--- src/rtl/pc_pkg.sv ---
// Shared definitions for the fetch-stage PC unit: next-PC select encoding
// and the default reset/exception vectors.
package pc_pkg;

    typedef enum logic [2:0] {
        SEL_RESET,
        SEL_EXC,
        SEL_HOLD,
        SEL_BR,
        SEL_RET,
        SEL_JMP,
        SEL_SEQ
    } NextPcSel_e;

    localparam logic [31:0] DEFAULT_RESET_VECTOR = 32'h0000_0000;
    localparam logic [31:0] DEFAULT_EXC_VECTOR   = 32'h0000_0080;

endpackage

--- src/rtl/pc_return_stack.sv ---
// Circular return-address stack: overwrites the oldest entry when full and
// replaces the top entry when a push and a pop arrive together.
module pc_return_stack #(
    parameter int WIDTH     = 32,
    parameter int RAS_DEPTH = 4
) (
    input  logic             Clk,
    input  logic             Reset,
    input  logic             push,
    input  logic             pop,
    input  logic [WIDTH-1:0] push_data,
    output logic [WIDTH-1:0] top,
    output logic             empty,
    output logic             full
);

    localparam int PTR_W = $clog2(RAS_DEPTH);
    localparam int CNT_W = PTR_W + 1;

    logic [WIDTH-1:0] entries_q [RAS_DEPTH];
    logic [PTR_W-1:0] ptr_q, ptr_d;
    logic [CNT_W-1:0] count_q, count_d;
    logic [PTR_W-1:0] topIdx;
    logic [PTR_W-1:0] writeIdx;
    logic             writeEn;

    // ptr_q is the next free slot, so the top lives one below it
    assign topIdx = ptr_q - PTR_W'(1);
    assign top    = entries_q[topIdx];
    assign empty  = (count_q == '0);
    assign full   = (count_q == CNT_W'(RAS_DEPTH));

    always_comb begin
        ptr_d    = ptr_q;
        count_d  = count_q;
        writeEn  = 1'b0;
        writeIdx = ptr_q;
        if (push && pop && !empty) begin
            writeEn  = 1'b1;
            writeIdx = topIdx;
        end else if (push) begin
            writeEn  = 1'b1;
            writeIdx = ptr_q;
            ptr_d    = ptr_q + PTR_W'(1);
            if (!full) begin
                count_d = count_q + CNT_W'(1);
            end
        end else if (pop && !empty) begin
            ptr_d   = topIdx;
            count_d = count_q - CNT_W'(1);
        end
    end

    always_ff @(posedge Clk) begin
        if (Reset) begin
            ptr_q   <= '0;
            count_q <= '0;
        end else begin
            ptr_q   <= ptr_d;
            count_q <= count_d;
        end
    end

    always_ff @(posedge Clk) begin
        if (writeEn) begin
            entries_q[writeIdx] <= push_data;
        end
    end

endmodule

--- src/rtl/pc_unit.sv ---
// Fetch-stage program counter: prioritised next-PC select, exception PC
// capture and call/return prediction through a small return stack.
module pc_unit
    import pc_pkg::*;
#(
    parameter int          WIDTH        = 32,
    parameter int          INC          = 4,
    parameter logic [31:0] RESET_VECTOR = DEFAULT_RESET_VECTOR,
    parameter logic [31:0] EXC_VECTOR   = DEFAULT_EXC_VECTOR,
    parameter int          RAS_DEPTH    = 4
) (
    input  logic             Clk,
    input  logic             Reset,
    input  logic             Stall,
    input  logic             Exception,
    input  logic             BranchTaken,
    input  logic [WIDTH-1:0] BranchTarget,
    input  logic             Jump,
    input  logic             Call,
    input  logic [WIDTH-1:0] JumpTarget,
    input  logic             Return,
    output logic [WIDTH-1:0] PCResult,
    output logic [WIDTH-1:0] PCPlus,
    output logic [WIDTH-1:0] EPC,
    output logic             RasEmpty,
    output logic             RasFull,
    output logic             RasUnderflow
);

    localparam logic [WIDTH-1:0] RST_PC = WIDTH'(RESET_VECTOR);
    localparam logic [WIDTH-1:0] EXC_PC = WIDTH'(EXC_VECTOR);

    NextPcSel_e       nextSel;
    logic [WIDTH-1:0] pc_q, pc_d;
    logic [WIDTH-1:0] epc_q, epc_d;
    logic             underflow_q, underflow_d;
    logic [WIDTH-1:0] rasTop;
    logic             callReq;
    logic             rasPush;
    logic             rasPop;

    assign PCPlus       = pc_q + WIDTH'(INC);
    assign PCResult     = pc_q;
    assign EPC          = epc_q;
    assign RasUnderflow = underflow_q;
    assign callReq      = Jump && Call;

    always_comb begin
        if (Reset)            nextSel = SEL_RESET;
        else if (Exception)   nextSel = SEL_EXC;
        else if (Stall)       nextSel = SEL_HOLD;
        else if (BranchTaken) nextSel = SEL_BR;
        else if (Return)      nextSel = SEL_RET;
        else if (Jump)        nextSel = SEL_JMP;
        else                  nextSel = SEL_SEQ;
    end

    // A Return that coincides with a call still pushes, which the stack
    // turns into a top-entry replacement
    assign rasPush = ((nextSel == SEL_RET) || (nextSel == SEL_JMP)) && callReq;
    assign rasPop  = (nextSel == SEL_RET);

    always_comb begin
        pc_d        = PCPlus;
        epc_d       = epc_q;
        underflow_d = 1'b0;
        case (nextSel)
            SEL_RESET: begin
                pc_d  = RST_PC;
                epc_d = '0;
            end
            SEL_EXC: begin
                pc_d  = EXC_PC;
                epc_d = pc_q;
            end
            SEL_HOLD: pc_d = pc_q;
            SEL_BR:   pc_d = BranchTarget;
            SEL_RET: begin
                pc_d        = RasEmpty ? PCPlus : rasTop;
                underflow_d = RasEmpty && !callReq;
            end
            SEL_JMP:  pc_d = JumpTarget;
            default:  pc_d = PCPlus;
        endcase
    end

    always_ff @(posedge Clk) begin
        if (Reset) begin
            pc_q        <= RST_PC;
            epc_q       <= '0;
            underflow_q <= 1'b0;
        end else begin
            pc_q        <= pc_d;
            epc_q       <= epc_d;
            underflow_q <= underflow_d;
        end
    end

    pc_return_stack #(
        .WIDTH     (WIDTH),
        .RAS_DEPTH (RAS_DEPTH)
    ) u_ras (
        .Clk       (Clk),
        .Reset     (Reset),
        .push      (rasPush),
        .pop       (rasPop),
        .push_data (PCPlus),
        .top       (rasTop),
        .empty     (RasEmpty),
        .full      (RasFull)
    );

endmodule

--- config.mk ---
export PLATFORM = sky130hd
export DESIGN_NAME = pc_unit
export DESIGN_NICKNAME = d
export VERILOG_FILES = /design/src/rtl/pc_pkg.sv /design/src/rtl/pc_return_stack.sv /design/src/rtl/pc_unit.sv
export SDC_FILE = /design/constraint.sdc
export NUM_CORES = 1
export LEC_CHECK = 0
export BUFFER_PORTS_ARGS = -buffer_cell sky130_fd_sc_hd__buf_2
export CORE_AREA = 8 8 180 114
export DETAILED_ROUTE_END_ITERATION = 16
export DIE_AREA = 0 0 188 122
export PLACE_DENSITY_LB_ADDON = 0.3
export SYNTH_ARGS = -nofsm -noshare
export SYNTH_HDL_FRONTEND = slang
export SYNTH_SLANG_ARGS = --single-unit
--- constraint.sdc ---
create_clock -name Clk -period 5.1 [get_ports Clk]
set_input_delay 0.765 -clock Clk [delete_from_list [all_inputs] [get_ports Clk]]
set_output_delay 0.765 -clock Clk [all_outputs]
set_load 0.01 [all_outputs]
==> impl_metrics.csv <==
group,metric,value,unit
floorplanning,io-pin-count,171,
grt,grtUsageTotal,0.225,
sta,rsz0062_at_grt,"no",
clocking,cts_setup_buffers,0,
grt,antenna_found_initial,0,
critical_path,worst_ep_arrival_time,3160,ps
synth,synth.largest_area_cell,"edfxtp_1",
grt,grt_overflow,0,
synth,syn_area,8740,µm²
floorplanning,dieArea,22900,µm²
critical_path,path_buf_inv,1,
finish,seq_area,5250,µm²
synth,synth-edff-count,128,
clocking,clkTransAtPathRegs,70,ps
clocking,cts_buffers,17,
finish,syn_to_final_growth,18.6,%
critical_path,startpoint_type,"flip-flop",
finish,instances_no_fill,1071,
sta,fmax,0.255,GHz
routing,antenna_left,0,
critical_path,required,4340,ps
placement,finalWeightedCongestion,0.882,
clocking,hold_buffers,0,
sta,setup_tns,0,ps
clocking,root_buffer,"clkbuf_16",
routing,wl_per_cell,24.4,µm
routing,via_count,6541,
synth,ys.flop_type,"edfxtp_1",
finish,fin_nets,892,
clocking,cts_resized,0,
floorplanning,die_w,188,µm
routing,drt_iter0_markers,668,
synth,syn_nets,735,
placement,portBuffers,170,
grt,grt_max_degree,54,
synth,yosysWarningCount,0,
sta,finalCritPeriodShare,0.770,
clocking,cts_tree,"built",
finish,drive_above_1_share,0.320,
routing,drc,0,
placement,dp_hpwl,18.2,mm
finish,diodes,0,
sta,slew_headroom,0.251,
critical_path,worst_setup_path_end_kind,"primary output",
critical_path,slowest_delay,790,ps
placement,place_ws,1210,ps
synth,async_reset_ff_frac,0,
sta,finalClockSkew,8.24,ps
clocking,clkLatencyLatePin,430,ps
floorplanning,coreArea,17700,µm²
critical_path,slowest_stage,"nor3_1",
flow_run,cap_viol_max_count,0,
clocking,cts_sinks,198,
sta,final.min_clock_period,3930,ps
synth,synth_area_leaders,"edfxtp_1 44%, dfxtp_1 16%, mux4_2 8.2%",
synth,synth_top_area_share,0.440,
critical_path,cp_common_cell,"nand3_1",
synth,yosys_register_bits,198,
synth,synthDistinctLibCells,59,
sta,slew_violations,0,
finish,fill_cells,1439,
finish,multiInputGateArea,3230,µm²
routing,drt-total-wl,26.2,mm
routing,vias_per_cell,6.11,
floorplanning,num_rows,38,
pwr,power_density,323,nW/µm²
synth,syn_area_per_cell,13.2,µm²
critical_path,crit_chain,"ha_1 > nand3_1 > nor3_1 > nand3_1 > xnor2_1 > buf_2",
clocking,ctsHtreeMaxLevel,4,
floorplanning,die_h,122,µm
placement,dp_cells,1039,
pwr,total_power,3340,µW
grt,grt_pass1_wl,39.4,mm
sta,tightest_slew,1120,ps
routing,firstDrtPassIters,5,
pwr,peakVddDrop,0.000256,V
critical_path,critical-path-top-delay-family,"simple AND/OR/NAND/NOR gates",
finish,final_util,0.584,
grt,grt_pass1_vias,6616,
synth,postSynthCellCount,661,
synth,ys_seq_area_frac,0.600,
floorplanning,start_util,0.493,
pwr,leakage,0.00397,µW
outcome,status,"finished, final reports clean",
sta,finalWorstSetupSlack,1170,ps
min_path,hp-class,"reg2reg",
critical_path,path_class,"reg2out",
sta,final_hold_viol_count,0,
critical_path,cp_max_fo,7,
clocking,cts_buffer_depth,2,
sta,setup_viol,0,
[cell type report]
type                            count  share of cell area
Sequential cell                   198               0.507
Multi-Input combinational cell    403               0.312
Timing Repair Buffer              184              0.0923
Clock buffer                       23              0.0452
Tap cell                          240              0.0290
Clock inverter                      9             0.00978
Inverter                           14             0.00507
[layout by cell type, fill, tap and decap left out, types with 3 or more instances in the layout]
cell	instances
a211oi_1	5
a21oi_1	34
a221o_1	12
a221oi_1	15
a221oi_2	9
a22oi_1	3
a2bb2oi_1	9
a311oi_1	3
and2_1	4
and3_1	4
and4_1	4
buf_2	170
buf_4	14
clkbuf_1	4
clkbuf_16	17
clkinv_2	3
dfxtp_1	68
edfxtp_1	128
inv_1	14
mux2i_1	34
mux4_2	32
nand2_1	31
nand3_1	19
nand4_1	10
nor2_1	72
nor3_1	8
nor4_1	6
o21a_1	3
o21ai_0	16
or3_1	3
xnor2_1	25
xor2_1	6
[metal layers]
layer,up-vias,track usage,share of wire
met1,3275,0.317,0.44
met3,34,0.0836,0.11
met4,0,0.0549,0.014
met5,-,0,0
li1,2859,-,-
met2,373,0.327,0.43
[report_power, final]
part	switching [µW]	leakage (µW)	total, µW	internal [µW]
Sequential	40.2	0.00175	1760	1720
Clock	572	0.000279	1320	746
Combinational	153	0.00194	262	109
[through the flow]
| step | hold WS (ps) | area, µm² |
|---|---|---|
| final | 496 | 10400 |
| after CTS | 499 | 10400 |
| after global routing | 516 | 10400 |
| after floorplan | 454 | 8740 |
| after detailed placement | 480 | 9790 |
| after global placement | 465 | 9790 |
[kinds of logic after synthesis]
kind of cell	synth area share
buffers and inverters	0.0339
adder cells (fa/ha/maj)	0.00372
multiplexers	0.123
flip-flops	0.600
AND/OR/NAND/NOR	0.0974
XOR/XNOR	0.0311
AO/OA/AOI/OAI	0.111
[registers in the layout (all words and copies together), names as in the netlist]
signal           count
u_ras.ptr_q          2
PCResult            32
EPC                 32
u_ras.count_q        3
RasUnderflow         1
u_ras.entries_q    128
[synth_stat cells (all sizes together), types with 2 or more instances]
| master | n |
|---|---|
| edfxtp | 128 |
| nor2 | 74 |
| dfxtp | 70 |
| a21oi | 36 |
| mux2i | 34 |
| mux4 | 32 |
| nand2 | 31 |
| buf | 27 |
| xnor2 | 25 |
| a221oi | 24 |
| clkbuf | 19 |
| nand3 | 19 |
| o21ai | 17 |
| inv | 14 |
| a221o | 12 |
| nand4 | 11 |
| a2bb2oi | 9 |
| nor3 | 8 |
| nor4 | 6 |
| xor2 | 6 |
| a211oi | 5 |
| and4 | 5 |
| and2 | 4 |
| and3 | 4 |
| a22oi | 3 |
| a311oi | 3 |
| o21a | 3 |
| or2 | 3 |
| or3 | 3 |
| a21o | 2 |
| a222oi | 2 |
| nor3b | 2 |
| o211ai | 2 |
| o22a | 2 |
| or4 | 2 |
[worst register-to-register path: stages (launching register included)]
cell and delay (ps):
dfxtp_2 1050, inv_1 320, or3_1 480, a21oi_4 170, buf_4 490
[final timing paths]
check	cells past startpoint	slack, ps	from	to
max	6	1170	PCResult[3]$_SDFFE_PP0P_	PCPlus[30]
min	2	500	EPC[14]$_SDFFE_PP0P_	EPC[14]$_SDFFE_PP0P_
max reg2reg	4	2210	u_ras.ptr_q[1]$_SDFFE_PP0P_	u_ras.entries_q[1][30]$_DFFE_PP_
min reg2reg	2	500	EPC[14]$_SDFFE_PP0P_	EPC[14]$_SDFFE_PP0P_
(Power assumes the default switching activity.)
